==> config.mk <==
export PLATFORM = sky130hd
export DESIGN_NAME = uart_sha_host
export DESIGN_NICKNAME = d
export VERILOG_FILES = /design/src/rtl/uart_sha_host.sv
export SDC_FILE = /design/constraint.sdc
export NUM_CORES = 2
export LEC_CHECK = 0
export CORE_AREA = 2 2 445 447
export CTS_BUF_LIST = sky130_fd_sc_hd__clkbuf_16
export CTS_CLUSTER_DIAMETER = 120
export DETAILED_ROUTE_END_ITERATION = 10
export DIE_AREA = 0 0 447 449
export DONT_BUFFER_PORTS = 1
export GPL_TIMING_DRIVEN = 0
export SLEW_MARGIN = 20
export SYNTH_ARGS = -nofsm -noshare
export SYNTH_HDL_FRONTEND = slang
export SYNTH_SLANG_ARGS = --single-unit
==> constraint.sdc <==
create_clock -name clk -period 7.75 [get_ports clk]
set_clock_uncertainty 0.1 [all_clocks]
set_input_delay 1.9375 -clock clk [delete_from_list [all_inputs] [get_ports clk]]
set_output_delay 1.9375 -clock clk [all_outputs]
set_load 0.03 [all_outputs]
==> src/rtl/uart_sha_host.sv <==
// Host-side initiator for the UART SHA-256 mining protocol: serialises a job
// as 'H' + 136 shadow bytes, checks the '1'/'S'/'Y' replies and returns the nonce.
module uart_sha_host #(
   parameter int unsigned RESP_TIMEOUT = 1_000_000,
   parameter int unsigned HASH_TIMEOUT = 0
) (
   input  logic         clk,
   input  logic         rstn,
   input  logic         job_valid,
   output logic         job_ready,
   input  logic [511:0] job_data,
   input  logic [255:0] job_state,
   input  logic [255:0] job_target,
   input  logic [31:0]  job_nonce_base,
   input  logic [31:0]  job_position,
   output logic [7:0]   tx_data,
   output logic         tx_valid,
   input  logic         tx_ready,
   input  logic [7:0]   rx_data,
   input  logic         rx_valid,
   output logic         rx_ready,
   output logic         result_valid,
   output logic [31:0]  result_nonce,
   output logic         err_valid,
   output logic [1:0]   err_code
);

   typedef enum logic [2:0] {
      S_IDLE,
      S_SEND_HS,
      S_WAIT_ACK,
      S_SEND_JOB,
      S_WAIT_START,
      S_WAIT_DONE,
      S_RECV_NONCE,
      S_ERR
   } state_t;

   localparam logic [31:0] RESP_LAST = 32'(RESP_TIMEOUT - 1);
   localparam logic [31:0] HASH_LAST = 32'(HASH_TIMEOUT - 1);
   localparam logic [7:0]  LAST_IDX  = 8'd135;

   state_t         r_state;
   state_t         w_state_nxt;
   logic           r_live;
   logic [1087:0]  r_shadow;
   logic [7:0]     r_idx;
   logic [1:0]     r_k;
   logic [31:0]    r_timer;
   logic [31:0]    r_nonce;
   logic [31:0]    r_result;
   logic [1:0]     r_err_code;
   logic [1:0]     w_err_code_nxt;
   logic           w_tx_fire;
   logic           w_rx_fire;
   logic           w_job_fire;
   logic           w_resp_tmo;
   logic           w_hash_tmo;
   logic           w_nonce_done;
   logic           w_waiting;
   logic [31:0]    w_nonce_full;

   assign w_tx_fire    = tx_valid && tx_ready;
   assign w_rx_fire    = rx_valid && rx_ready;
   assign w_job_fire   = job_valid && job_ready;
   assign w_resp_tmo   = (RESP_TIMEOUT != 0) && (r_timer == RESP_LAST);
   assign w_hash_tmo   = (HASH_TIMEOUT != 0) && (r_timer == HASH_LAST);
   assign w_nonce_done = (r_state == S_RECV_NONCE) && w_rx_fire && (r_k == 2'd3);
   assign w_nonce_full = {rx_data, r_nonce[31:8]};
   assign w_waiting    = (r_state == S_WAIT_ACK) || (r_state == S_WAIT_START) ||
                         (r_state == S_WAIT_DONE);

   assign err_valid    = (r_state == S_ERR);
   assign err_code     = r_err_code;
   assign result_valid = w_nonce_done;
   // The final nonce byte is forwarded combinationally so the result and its pulse coincide.
   assign result_nonce = w_nonce_done ? w_nonce_full : r_result;

   always_comb begin
      w_state_nxt    = r_state;
      w_err_code_nxt = r_err_code;
      job_ready      = 1'b0;
      rx_ready       = 1'b0;
      tx_valid       = 1'b0;
      tx_data        = '0;
      case (r_state)
         S_IDLE: begin
            job_ready = r_live;
            rx_ready  = r_live;
            if (w_job_fire) w_state_nxt = S_SEND_HS;
         end
         S_SEND_HS: begin
            tx_valid = 1'b1;
            tx_data  = 8'h48;
            if (tx_ready) w_state_nxt = S_WAIT_ACK;
         end
         S_WAIT_ACK: begin
            rx_ready = 1'b1;
            if (rx_valid) begin
               if (rx_data == 8'h31) begin
                  w_state_nxt = S_SEND_JOB;
               end else begin
                  w_state_nxt    = S_ERR;
                  w_err_code_nxt = 2'd1;
               end
            end else if (w_resp_tmo) begin
               w_state_nxt    = S_ERR;
               w_err_code_nxt = 2'd2;
            end
         end
         S_SEND_JOB: begin
            tx_valid = 1'b1;
            tx_data  = r_shadow[7:0];
            if (tx_ready && (r_idx == LAST_IDX)) w_state_nxt = S_WAIT_START;
         end
         S_WAIT_START: begin
            rx_ready = 1'b1;
            if (rx_valid) begin
               if (rx_data == 8'h53) begin
                  w_state_nxt = S_WAIT_DONE;
               end else begin
                  w_state_nxt    = S_ERR;
                  w_err_code_nxt = 2'd1;
               end
            end else if (w_resp_tmo) begin
               w_state_nxt    = S_ERR;
               w_err_code_nxt = 2'd2;
            end
         end
         S_WAIT_DONE: begin
            rx_ready = 1'b1;
            if (rx_valid) begin
               if (rx_data == 8'h59) begin
                  w_state_nxt = S_RECV_NONCE;
               end else begin
                  w_state_nxt    = S_ERR;
                  w_err_code_nxt = 2'd1;
               end
            end else if (w_hash_tmo) begin
               w_state_nxt    = S_ERR;
               w_err_code_nxt = 2'd3;
            end
         end
         S_RECV_NONCE: begin
            rx_ready = 1'b1;
            if (w_nonce_done) w_state_nxt = S_IDLE;
         end
         S_ERR:   w_state_nxt = S_IDLE;
         default: w_state_nxt = S_IDLE;
      endcase
   end

   always_ff @(posedge clk or negedge rstn) begin
      if (!rstn) begin
         r_state    <= S_IDLE;
         r_live     <= 1'b0;
         r_shadow   <= '0;
         r_idx      <= '0;
         r_k        <= '0;
         r_timer    <= '0;
         r_nonce    <= '0;
         r_result   <= '0;
         r_err_code <= '0;
      end else begin
         r_state    <= w_state_nxt;
         r_live     <= 1'b1;
         r_err_code <= w_err_code_nxt;

         if (!w_waiting || (w_state_nxt != r_state)) r_timer <= '0;
         else                                        r_timer <= r_timer + 32'd1;

         // Shadow is shifted out LSB byte first, so byte 0 of job_data leaves first.
         if (w_job_fire)
            r_shadow <= {job_position, job_nonce_base, job_target, job_state, job_data};
         else if ((r_state == S_SEND_JOB) && w_tx_fire)
            r_shadow <= {8'h00, r_shadow[1087:8]};

         if (w_job_fire)
            r_idx <= '0;
         else if ((r_state == S_SEND_JOB) && w_tx_fire && (r_idx != LAST_IDX))
            r_idx <= r_idx + 8'd1;

         if (r_state == S_WAIT_DONE)
            r_k <= '0;
         else if ((r_state == S_RECV_NONCE) && w_rx_fire)
            r_k <= r_k + 2'd1;

         if ((r_state == S_RECV_NONCE) && w_rx_fire) r_nonce <= w_nonce_full;
         if (w_nonce_done)                             r_result <= w_nonce_full;
      end
   end

endmodule

==> impl_metrics.csv <==
group,metric,value,unit
sta,report.final.slew_viol_count,0,
outcome,status,"completed",
pwr,leakage,27.3,nW
worst_setup_path,worstPathMaxFanout,10,
synthesis,synth_edf_count,0,
drt,viasPerCell,5.17,
drt,vias,48500,
worst_setup_path,critPathBufInv,3,
die,rows,163,
worst_setup_path,cp_slowest_cell,"nor2_1",
worst_setup_path,cp.arrival,4.17,ns
die,core_area,196000,µm²
worst_setup_path,crit_path_start_kind,"input port",
global_routing,grt_pass1_vias,46500,
final_layout,num-nets-final,7609,
worst_setup_path,worstPathCellList,"clkbuf_1, nand4b_1, buf_2, nor2_1, buf_2, mux2_2",
clocking,clock-sinks,1192,
drt,dr.pass1.iters,6,
sta,tns,0,ns
synthesis,synthCells,6353,
worst_setup_path,endpoint_kind,"output port",
synthesis,synthFlopType,"dfrtp_1",
synthesis,synth_cell_types,63,
die,die_area,201000,µm²
worst_setup_path,cp.required,5.71,ns
clocking,cts-root-buf,"clkbuf_16",
pwr,finalPower,24.5,mW
worst_hold_path,hp-class,"reg -> reg",
clocking,cts_tree,"yes",
clocking,cts_hold_buf,0,
placement,dp_hpwl,180000,µm
clocking,clock_latency,0.79,ns
worst_setup_path,cp_common_cell,"buf_2",
clocking,cts_buffers,141,
placement,placedCellCount,9002,
drt,wl_per_cell,24.2,µm
synthesis,synth_nets,7457,
die,pin_count,1148,
clocking,clockBufferDepth,3,
global_routing,grt_max_degree,168,
die,die_h,449,µm
run,cap_viol_max_count,0,
synthesis,avgSynthCellArea,8.41,µm²
sta,fmax,161,MHz
placement,io_buffers,0,
sta,finalCritPeriodShare,80.1,%
synthesis,synth_area,53400,µm²
die,start_util,27.2,%
final_layout,final_cells,9369,
final_layout,final_area,61800,µm²
sta,worstMarginPinSlew,1.18,ns
placement,postPlaceCellArea,57000,µm²
global_routing,grt_usage,21.9,%
drt,drtIter0Drc,5058,
sta,hold_viol_final,0,
final_layout,area_growth,15.7,%
pwr,ir_drop,0.203,mV
global_routing,grt_pass1_wl,321000,µm
sta,setup_viol,0,
synthesis,ys.warnings.count,0,
drt,ant_nets,0,
worst_setup_path,critPathKind,"in -> out",
final_layout,utilization,31.5,%
synthesis,ys_seq_area_share,55.8,%
clocking,ctsHtreeMaxLevel,4,
pwr,power_per_cell_area,396,nW/µm²
sta,fin_crit,6.21,ns
drt,drt-total-wl,227000,µm
placement,gp_congestion,1.02,
die,die_x,447,µm
worst_setup_path,cpPeakStageDelay,0.55,ns
sta,grt_setup_unrepaired,"no",
sta,slew_headroom,20.6,%
drt,drc,0,
synthesis,synth-seq-cells,1192,
global_routing,antenna_found_initial,136,
clocking,cts_resized,0,
worst_setup_path,crit_family,"buffers and inverters",
synthesis,ys_async_sr_fraction,100,%
clocking,post-cts-setup-buffers,0,
clocking,path_clk_slew,0.06,ns
final_layout,drive_above_1_share,7.89,%
global_routing,grt_remaining_overflow,0,
[placed cells by master, fill, tap and decap left out, types with 3 or more instances in the layout]
cell,count
clkinv_2,19
nor3_1,26
bufinv_16,11
nand4_1,20
mux2_2,56
nor4bb_1,3
nand3_1,15
buf_16,9
nand2_1,2177
nor3b_1,3
o21ai_0,5
clkinv_4,4
a21oi_1,21
and3_1,10
nand4b_1,3
buf_2,232
diode_2,115
dfrtp_1,1192
clkinv_8,5
inv_6,5
xnor2_1,11
nor2_1,1113
nor4_1,3
nor4_2,4
a31oi_1,1081
buf_1,23
a211oi_1,3
nor3_2,10
xor2_1,28
clkbuf_1,245
clkinv_1,26
clkbuf_16,146
ha_1,3
inv_1,39
clkinvlp_4,4
and2_1,7
[stage by stage]
step	setup slack, ns	hold slack, ns
after floorplan	2.12	0.362
after global placement	1.60	0.382
after detailed placement	1.57	0.387
after CTS	1.56	0.403
after global routing	1.38	0.419
final	1.54	0.398
[state kept, by name, indices dropped and copies added, names as in the netlist]
name,cells
err_code,2
r_live,1
r_idx,8
r_result,32
r_shadow,1088
r_nonce,24
r_state,3
r_timer,32
r_k,2
[cell families (layout without fill, tap and decap cells)]
| kind of cell | count (synthesis) | after routing | synth area share, % |
|---|---|---|---|
| DFF | 1192 | 1192 | 55.8 |
| muxes | 57 | 57 | 1.20 |
| adders and majority gates | 3 | 3 | 0.0703 |
| and+or+nand+nor | 3415 | 3415 | 24.7 |
| other | 1 | 116 | 0.00702 |
| buffers and inverters | 517 | 778 | 4.24 |
| xor gates and xnor gates | 39 | 39 | 0.639 |
| AOI/OAI and AO/OA | 1129 | 1129 | 13.3 |
[report_power, final]
part	switching (mW)	leakage [nW]	internal [mW]
clock	2.81	2.33	3.79
combinational	4.88	12.3	2.67
sequential	1.67	12.7	8.66
[final timing paths]
check                                  from                to  slack, ns  depth (start not counted)
max in group asynchronous              rstn     r_shadow[747]       2.99                          5
worst max register to register   r_state[1]      r_shadow[54]       3.57                          8
min in group asynchronous              rstn      r_shadow[75]       0.74                          0
worst min-delay path            r_nonce[10]       r_nonce[10]       0.40                          1
worst min register to register  r_nonce[10]       r_nonce[10]       0.40                          1
worst max-delay path               rx_valid  result_nonce[26]       1.54                          6
[routing by layer]
layer	part of all wire (%)	up-vias	track usage, %
met2	47	2128	33.9
met3	9.6	516	7.69
met1	38	24000	26.0
met5	0.21	-	0
met4	4.9	44	12.7
li1	-	21800	-
[cell usage after synthesis (2+ instances only)]
library cell,number,share of area [%]
a21o_1,2,0.028
buf_2,232,2.2
nand4bb_1,2,0.042
buf_1,23,0.16
and4_1,2,0.033
and2_1,7,0.082
nor4_1,4,0.047
or3_1,2,0.023
mux2_2,56,1.2
nand2_1,2177,15
nor4bb_1,3,0.056
a21oi_1,21,0.20
dfrtp_1,1192,56
nor3_1,26,0.24
inv_1,10,0.070
xor2_1,28,0.46
clkbuf_1,247,1.7
ha_1,3,0.070
nand4_1,20,0.23
xnor2_1,11,0.18
a31oi_1,1081,13
buf_4,2,0.028
or2_1,2,0.023
nand3_1,15,0.14
nor3b_1,3,0.042
and4_2,2,0.037
o31ai_1,2,0.028
nor4b_1,2,0.033
buf_6,2,0.042
nand4b_1,3,0.049
and3_1,10,0.12
nor3_2,10,0.19
a211oi_1,3,0.042
nor4_2,3,0.070
o21ai_0,5,0.047
nor2_1,1113,7.8
[layout make-up]
| class | count | area [µm²] |
|---|---|---|
| buffer | 507 | 2230 |
| clock buffer | 146 | 3650 |
| multi-input combinational | 4644 | 21300 |
| inverter | 10 | 37.5 |
| tap | 2640 | 3300 |
| clock inverter | 106 | 893 |
| antenna | 115 | 288 |
| fill | 21000 | 134000 |
| timing repair buffer | 9 | 248 |
| sequential | 1192 | 29800 |
(Power assumes the default switching activity.)
